`src/rtl/alu_muldiv_seq.sv`:
```
// Multi-cycle MUL / DIVU / REMU sequencer that borrows the shared single-cycle ALU,
// issuing one ADD, SUB or SLTU per cycle and returning a registered result with a done pulse.
`ifndef ADD
`define ADD 4'b0000
`endif
`ifndef SUB
`define SUB 4'b1000
`endif
`ifndef SLTU
`define SLTU 4'b0011
`endif

module alu_muldiv_seq #(
    parameter int XLEN  = 32,
    parameter int SEL_W = 4
) (
    input  logic             clock,
    input  logic             reset,
    input  logic             start,
    input  logic [1:0]       op,
    input  logic [XLEN-1:0]  src_a,
    input  logic [XLEN-1:0]  src_b,
    output logic             busy,
    output logic             done,
    output logic [XLEN-1:0]  result,
    output logic [XLEN-1:0]  alu_rs1,
    output logic [XLEN-1:0]  alu_rs2,
    output logic [SEL_W-1:0] alu_sel,
    input  logic [XLEN-1:0]  alu_res
);

    localparam logic [2:0] S_IDLE     = 3'd0;
    localparam logic [2:0] S_MUL_STEP = 3'd1;
    localparam logic [2:0] S_DIV_CMP  = 3'd2;
    localparam logic [2:0] S_DIV_SUB  = 3'd3;
    localparam logic [2:0] S_DONE     = 3'd4;

    localparam logic [1:0] OP_MUL  = 2'b00;
    localparam logic [1:0] OP_DIVU = 2'b01;
    localparam logic [1:0] OP_REMU = 2'b10;

    localparam int               CNT_W    = $clog2(XLEN) + 1;
    localparam logic [CNT_W-1:0] CNT_LAST = CNT_W'(XLEN - 1);
    localparam logic [SEL_W-1:0] SEL_ADD  = SEL_W'(`ADD);
    localparam logic [SEL_W-1:0] SEL_SUB  = SEL_W'(`SUB);
    localparam logic [SEL_W-1:0] SEL_SLTU = SEL_W'(`SLTU);

    logic [2:0]       state_r;
    logic             busy_r;
    logic             done_r;
    logic [XLEN-1:0]  result_r;
    logic [XLEN-1:0]  acc_r;
    logic [XLEN-1:0]  mcand_r;
    logic [XLEN-1:0]  mplier_r;
    logic [XLEN-1:0]  rem_r;
    logic [XLEN-1:0]  quo_r;
    logic [XLEN-1:0]  dvs_r;
    logic             ge_r;
    logic [1:0]       op_r;
    logic [CNT_W-1:0] cnt_r;

    logic [XLEN-1:0]  div_rs_s;
    logic [XLEN-1:0]  mul_acc_s;
    logic [XLEN-1:0]  sub_rem_s;
    logic [XLEN-1:0]  sub_quo_s;

    assign busy   = busy_r;
    assign done   = done_r;
    assign result = result_r;

    // Per-step next values for the multiply accumulate and the restoring-divide update
    always_comb begin
        div_rs_s = {rem_r[XLEN-2:0], quo_r[XLEN-1]};
        if (mplier_r[0]) begin
            mul_acc_s = alu_res;
        end else begin
            mul_acc_s = acc_r;
        end
        if (ge_r) begin
            sub_rem_s = alu_res;
            sub_quo_s = {quo_r[XLEN-1:1], 1'b1};
        end else begin
            sub_rem_s = rem_r;
            sub_quo_s = quo_r;
        end
    end

    // ALU operand and select drive, decoded from the current state
    always_comb begin
        alu_rs1 = {XLEN{1'b0}};
        alu_rs2 = {XLEN{1'b0}};
        alu_sel = SEL_ADD;
        case (state_r)
            S_MUL_STEP: begin
                alu_rs1 = acc_r;
                alu_rs2 = mcand_r;
                alu_sel = SEL_ADD;
            end
            S_DIV_CMP: begin
                alu_rs1 = div_rs_s;
                alu_rs2 = dvs_r;
                alu_sel = SEL_SLTU;
            end
            S_DIV_SUB: begin
                alu_rs1 = rem_r;
                alu_rs2 = dvs_r;
                alu_sel = SEL_SUB;
            end
            default: begin
                alu_rs1 = {XLEN{1'b0}};
                alu_rs2 = {XLEN{1'b0}};
                alu_sel = SEL_ADD;
            end
        endcase
    end

    // Sequencer state, datapath registers and registered outputs
    always_ff @(posedge clock) begin
        if (!reset) begin
            state_r  <= S_IDLE;
            busy_r   <= 1'b0;
            done_r   <= 1'b0;
            result_r <= {XLEN{1'b0}};
            acc_r    <= {XLEN{1'b0}};
            mcand_r  <= {XLEN{1'b0}};
            mplier_r <= {XLEN{1'b0}};
            rem_r    <= {XLEN{1'b0}};
            quo_r    <= {XLEN{1'b0}};
            dvs_r    <= {XLEN{1'b0}};
            ge_r     <= 1'b0;
            op_r     <= 2'b00;
            cnt_r    <= {CNT_W{1'b0}};
        end else begin
            case (state_r)
                S_IDLE: begin
                    if (start) begin
                        op_r  <= op;
                        cnt_r <= {CNT_W{1'b0}};
                        if (op == OP_MUL) begin
                            acc_r    <= {XLEN{1'b0}};
                            mcand_r  <= src_a;
                            mplier_r <= src_b;
                            busy_r   <= 1'b1;
                            state_r  <= S_MUL_STEP;
                        end else if ((op == OP_DIVU || op == OP_REMU) && src_b != {XLEN{1'b0}}) begin
                            rem_r   <= {XLEN{1'b0}};
                            quo_r   <= src_a;
                            dvs_r   <= src_b;
                            busy_r  <= 1'b1;
                            state_r <= S_DIV_CMP;
                        end else begin
                            // Zero divisor and reserved op finish immediately with a fixed result
                            if (op == OP_DIVU) begin
                                result_r <= {XLEN{1'b1}};
                            end else if (op == OP_REMU) begin
                                result_r <= src_a;
                            end else begin
                                result_r <= {XLEN{1'b0}};
                            end
                            done_r  <= 1'b1;
                            state_r <= S_DONE;
                        end
                    end
                end
                S_MUL_STEP: begin
                    acc_r    <= mul_acc_s;
                    mcand_r  <= {mcand_r[XLEN-2:0], 1'b0};
                    mplier_r <= {1'b0, mplier_r[XLEN-1:1]};
                    cnt_r    <= cnt_r + {{(CNT_W-1){1'b0}}, 1'b1};
                    if (cnt_r == CNT_LAST) begin
                        result_r <= mul_acc_s;
                        busy_r   <= 1'b0;
                        done_r   <= 1'b1;
                        state_r  <= S_DONE;
                    end
                end
                S_DIV_CMP: begin
                    // A shifted-out remainder MSB means rs >= 2^XLEN > dvs regardless of SLTU
                    ge_r    <= rem_r[XLEN-1] | ~alu_res[0];
                    rem_r   <= div_rs_s;
                    quo_r   <= {quo_r[XLEN-2:0], 1'b0};
                    state_r <= S_DIV_SUB;
                end
                S_DIV_SUB: begin
                    rem_r <= sub_rem_s;
                    quo_r <= sub_quo_s;
                    cnt_r <= cnt_r + {{(CNT_W-1){1'b0}}, 1'b1};
                    if (cnt_r == CNT_LAST) begin
                        if (op_r == OP_REMU) begin
                            result_r <= sub_rem_s;
                        end else begin
                            result_r <= sub_quo_s;
                        end
                        busy_r  <= 1'b0;
                        done_r  <= 1'b1;
                        state_r <= S_DONE;
                    end else begin
                        state_r <= S_DIV_CMP;
                    end
                end
                S_DONE: begin
                    done_r  <= 1'b0;
                    state_r <= S_IDLE;
                end
                default: begin
                    busy_r  <= 1'b0;
                    done_r  <= 1'b0;
                    state_r <= S_IDLE;
                end
            endcase
        end
    end

endmodule

```
`config.mk`:
```
export PLATFORM = sky130hd
export DESIGN_NAME = alu_muldiv_seq
export DESIGN_NICKNAME = d
export VERILOG_FILES = /design/src/rtl/alu_muldiv_seq.sv
export SDC_FILE = /design/constraint.sdc
export NUM_CORES = 1
export LEC_CHECK = 0
export ABC_AREA = 0
export CORE_UTILIZATION = 55
export DETAILED_ROUTE_END_ITERATION = 8
export PLACE_DENSITY = 0.82
export SLEW_MARGIN = 10
export SYNTH_ARGS = -nofsm -noshare
export SYNTH_HDL_FRONTEND = slang
export SYNTH_SLANG_ARGS = --single-unit
```
`constraint.sdc`:
```
create_clock -name clock -period 4.3 [get_ports clock]
set_input_delay 0.43 -clock clock [delete_from_list [all_inputs] [get_ports clock]]
set_output_delay 0.43 -clock clock [all_outputs]
set_load 0.05 [all_outputs]
```
==> results.json <==
{
  "hold_violations": 0,
  "ys_types": 47,
  "pin_count": 203,
  "ys_seq_elements": 238,
  "syn_inst": 1529,
  "postCtsHoldBufs": 0,
  "critPathRequiredTime_ns": 3.87,
  "hpwl_um": 24580,
  "synth_nets": 1634,
  "final_area_um2": 15100,
  "rsz0062_at_grt": "no",
  "timing.final.crit_share_pct": 83.91,
  "path_max_fanout": 104,
  "ys_seq_area_share_pct": 38.96,
  "maxCapViolations": 0,
  "worst_slack_ns": 0.6917,
  "final_common_cell": "nand2_1",
  "viasPerCell": 6.388,
  "clk_latency_ns": 0.53,
  "grtUsageMet2_pct": 52.84,
  "area_growth_pct": 23.46,
  "grt_util_met1_pct": 43.89,
  "power_mw": 6.283,
  "cts.sinks": 238,
  "status": "finished, final reports clean",
  "cp-start-kind": "flop",
  "grt_pass1_vias": 11296,
  "diodes": 0,
  "final_cell_mix": "nand2_1 (263), dfxtp_1 (234), clkdlybuf4s50_1 (198)",
  "relSlewSlack_pct": 15.34,
  "finalSetupTns_ns": 0,
  "worstSetupPathType": "reg2out",
  "die_h_um": 151.1,
  "core_um2": 21820,
  "fillers": 1806,
  "drc": 0,
  "arrival_ns": 3.18,
  "drt_iter0_markers": 1324,
  "wirelength_um": 38370,
  "place_area_um2": 14270,
  "via_count": 12296,
  "tightestPinTransition_ns": 1.270,
  "io_buffers": 201,
  "nets": 1733,
  "crit_path_end_kind": "output port",
  "ant_nets": 0,
  "grt_use_total_pct": 33.05,
  "met3_usage_pct": 4.307,
  "cts_inserted_buffers": 26,
  "cts_root_buf": "clkbuf_16",
  "path_clk_slew_ns": 0.05,
  "fmax_ghz": 0.2771,
  "maxSlewViolCount": 0,
  "drive_gt1_share_pct": 8.024,
  "rrSetupSlack_ns": 1.18,
  "dieArea_um2": 22840,
  "yosysWarnings": 0,
  "finalSetupViolCount": 0,
  "place_ws_ns": 1.141,
  "overflow": 0,
  "syn_area_um2": 12230,
  "antenna_found_initial": 0,
  "drt-pass1-iter-count": 6,
  "post_cts_resized": 0,
  "irDropWorstVdd_v": 0.0003412,
  "powerDensity_nw_per_um2": 416.1,
  "leakage_nw": 5.494,
  "post_cts_buffers": 0,
  "htree_levels": 1,
  "grt_start_max_net_pins": 129,
  "die_w_um": 151.1,
  "cts_tree": "done",
  "syn_area_per_cell_um2": 7.999,
  "grt_pass1_wl_um": 59920,
  "hold_path_class": "reg2reg",
  "clockBufferDepth": 3,
  "skew_ns": 0.01013,
  "post_drt_wl_per_cell_um": 19.93,
  "start_util_pct": 56.04,
  "routabilityCongestion": 0.8926,
  "top_usage_layer": "met2",
  "min_period_ns": 3.608,
  "placementRows": 54
}
[area by class of cell]
class | instances | area, µm² | share of cell area (%)
flip-flops and latches | 238 | 4772 | 31.60
multi-input cells | 1128 | 6852 | 45.38
well taps | 280 | 350.3 | 2.320
inverters | 7 | 31.28 | 0.2072
clock inverters | 4 | 23.77 | 0.1574
clock buffers | 41 | 808.3 | 5.353
repair buffers | 227 | 2262 | 14.98
[registers in the layout, indices dropped and copies added, names as in the netlist]
name and count:
done 1, rem_r 32, dvs_r 32, busy 1, quo_r 32, state_r 3, op_r 2, acc_r 32
result 32, cnt_r 6, ge_r 1, mplier_r 32, mcand_r 32
[routing by layer]
metal | vias to the layer above | wire (µm)
met5 | - | 0
met3 | 111 | 3023
li1 | 5730 | -
met4 | 0 | 1893
met2 | 624 | 17830
met1 | 5831 | 15620
[cells in the mapped netlist, drive strengths merged]
master	n	area, µm²
clkbuf	94	352.8
o21ai	42	210.2
conb	1	3.750
nor4	10	68.81
a2bb2oi	1	8.760
nor2	181	684.4
nor2b	4	25.02
and4	1	8.760
inv	7	26.28
nand2b	6	37.54
o211ai	33	252.7
a221oi	3	32.53
a21o	1	7.510
a2111oi	1	15.01
a21oi	140	700.7
nor3b	1	7.510
a22oi	65	488.0
nand2	263	987.2
mux2	32	360.4
a311oi	62	543.0
o22ai	32	200.2
nand3	37	185.2
nor3	5	30.03
ha	4	50.05
buf	62	301.5
mux2i	97	970.9
o21a	31	232.7
a22o	1	8.760
and2	3	18.77
o32ai	1	8.760
nand4	2	12.51
or3	1	6.260
o221a	31	349.1
dfxtp	238	4765
a31oi	2	12.51
o211a	1	10.01
a211oi	33	247.7
[worst paths after layout]
check,start,endpoint,cells past startpoint
max,state_r[0],alu_rs1[0],5
min,op_r[0],op_r[0],2
max reg2reg,state_r[0],result[29],7
min reg2reg,op_r[0],op_r[0],2
[stage by stage]
step	util [%]	cells	hold WS [ns]
floorplan	-	1529	0.4230
global placement	65.38	1880	0.4381
detailed placement	65.38	1880	0.4482
CTS	69.19	1925	0.4570
global route	69.19	1925	0.4921
finish	69.19	1925	0.4588
[power breakdown]
group,total [mW],switching [mW],internal (mW),leakage [nW]
clock,2.18,0.904,1.28,0.410
combinational,1.52,0.959,0.560,3.14
sequential,2.58,0.174,2.41,1.94
[cell families after synthesis]
group | after synthesis | synth area share, %
AND/OR/NAND/NOR | 514 | 16.94
AO/OA/AOI/OAI | 480 | 27.21
flip-flops | 238 | 38.96
buffers and inverters | 163 | 5.565
multiplexers | 129 | 10.88
adder cells (fa/ha/maj) | 4 | 0.4092
other | 1 | 0.03066
[critical path: stages (launching register included)]
cell and delay (ns):
dfxtp_4 0.34, buf_4 0.80, mux2_2 0.43, a22oi_1 0.24, nor2_1 0.07, clkdlybuf4s50_1 0.72
Note: power is estimated with default switching activity, not from simulation.
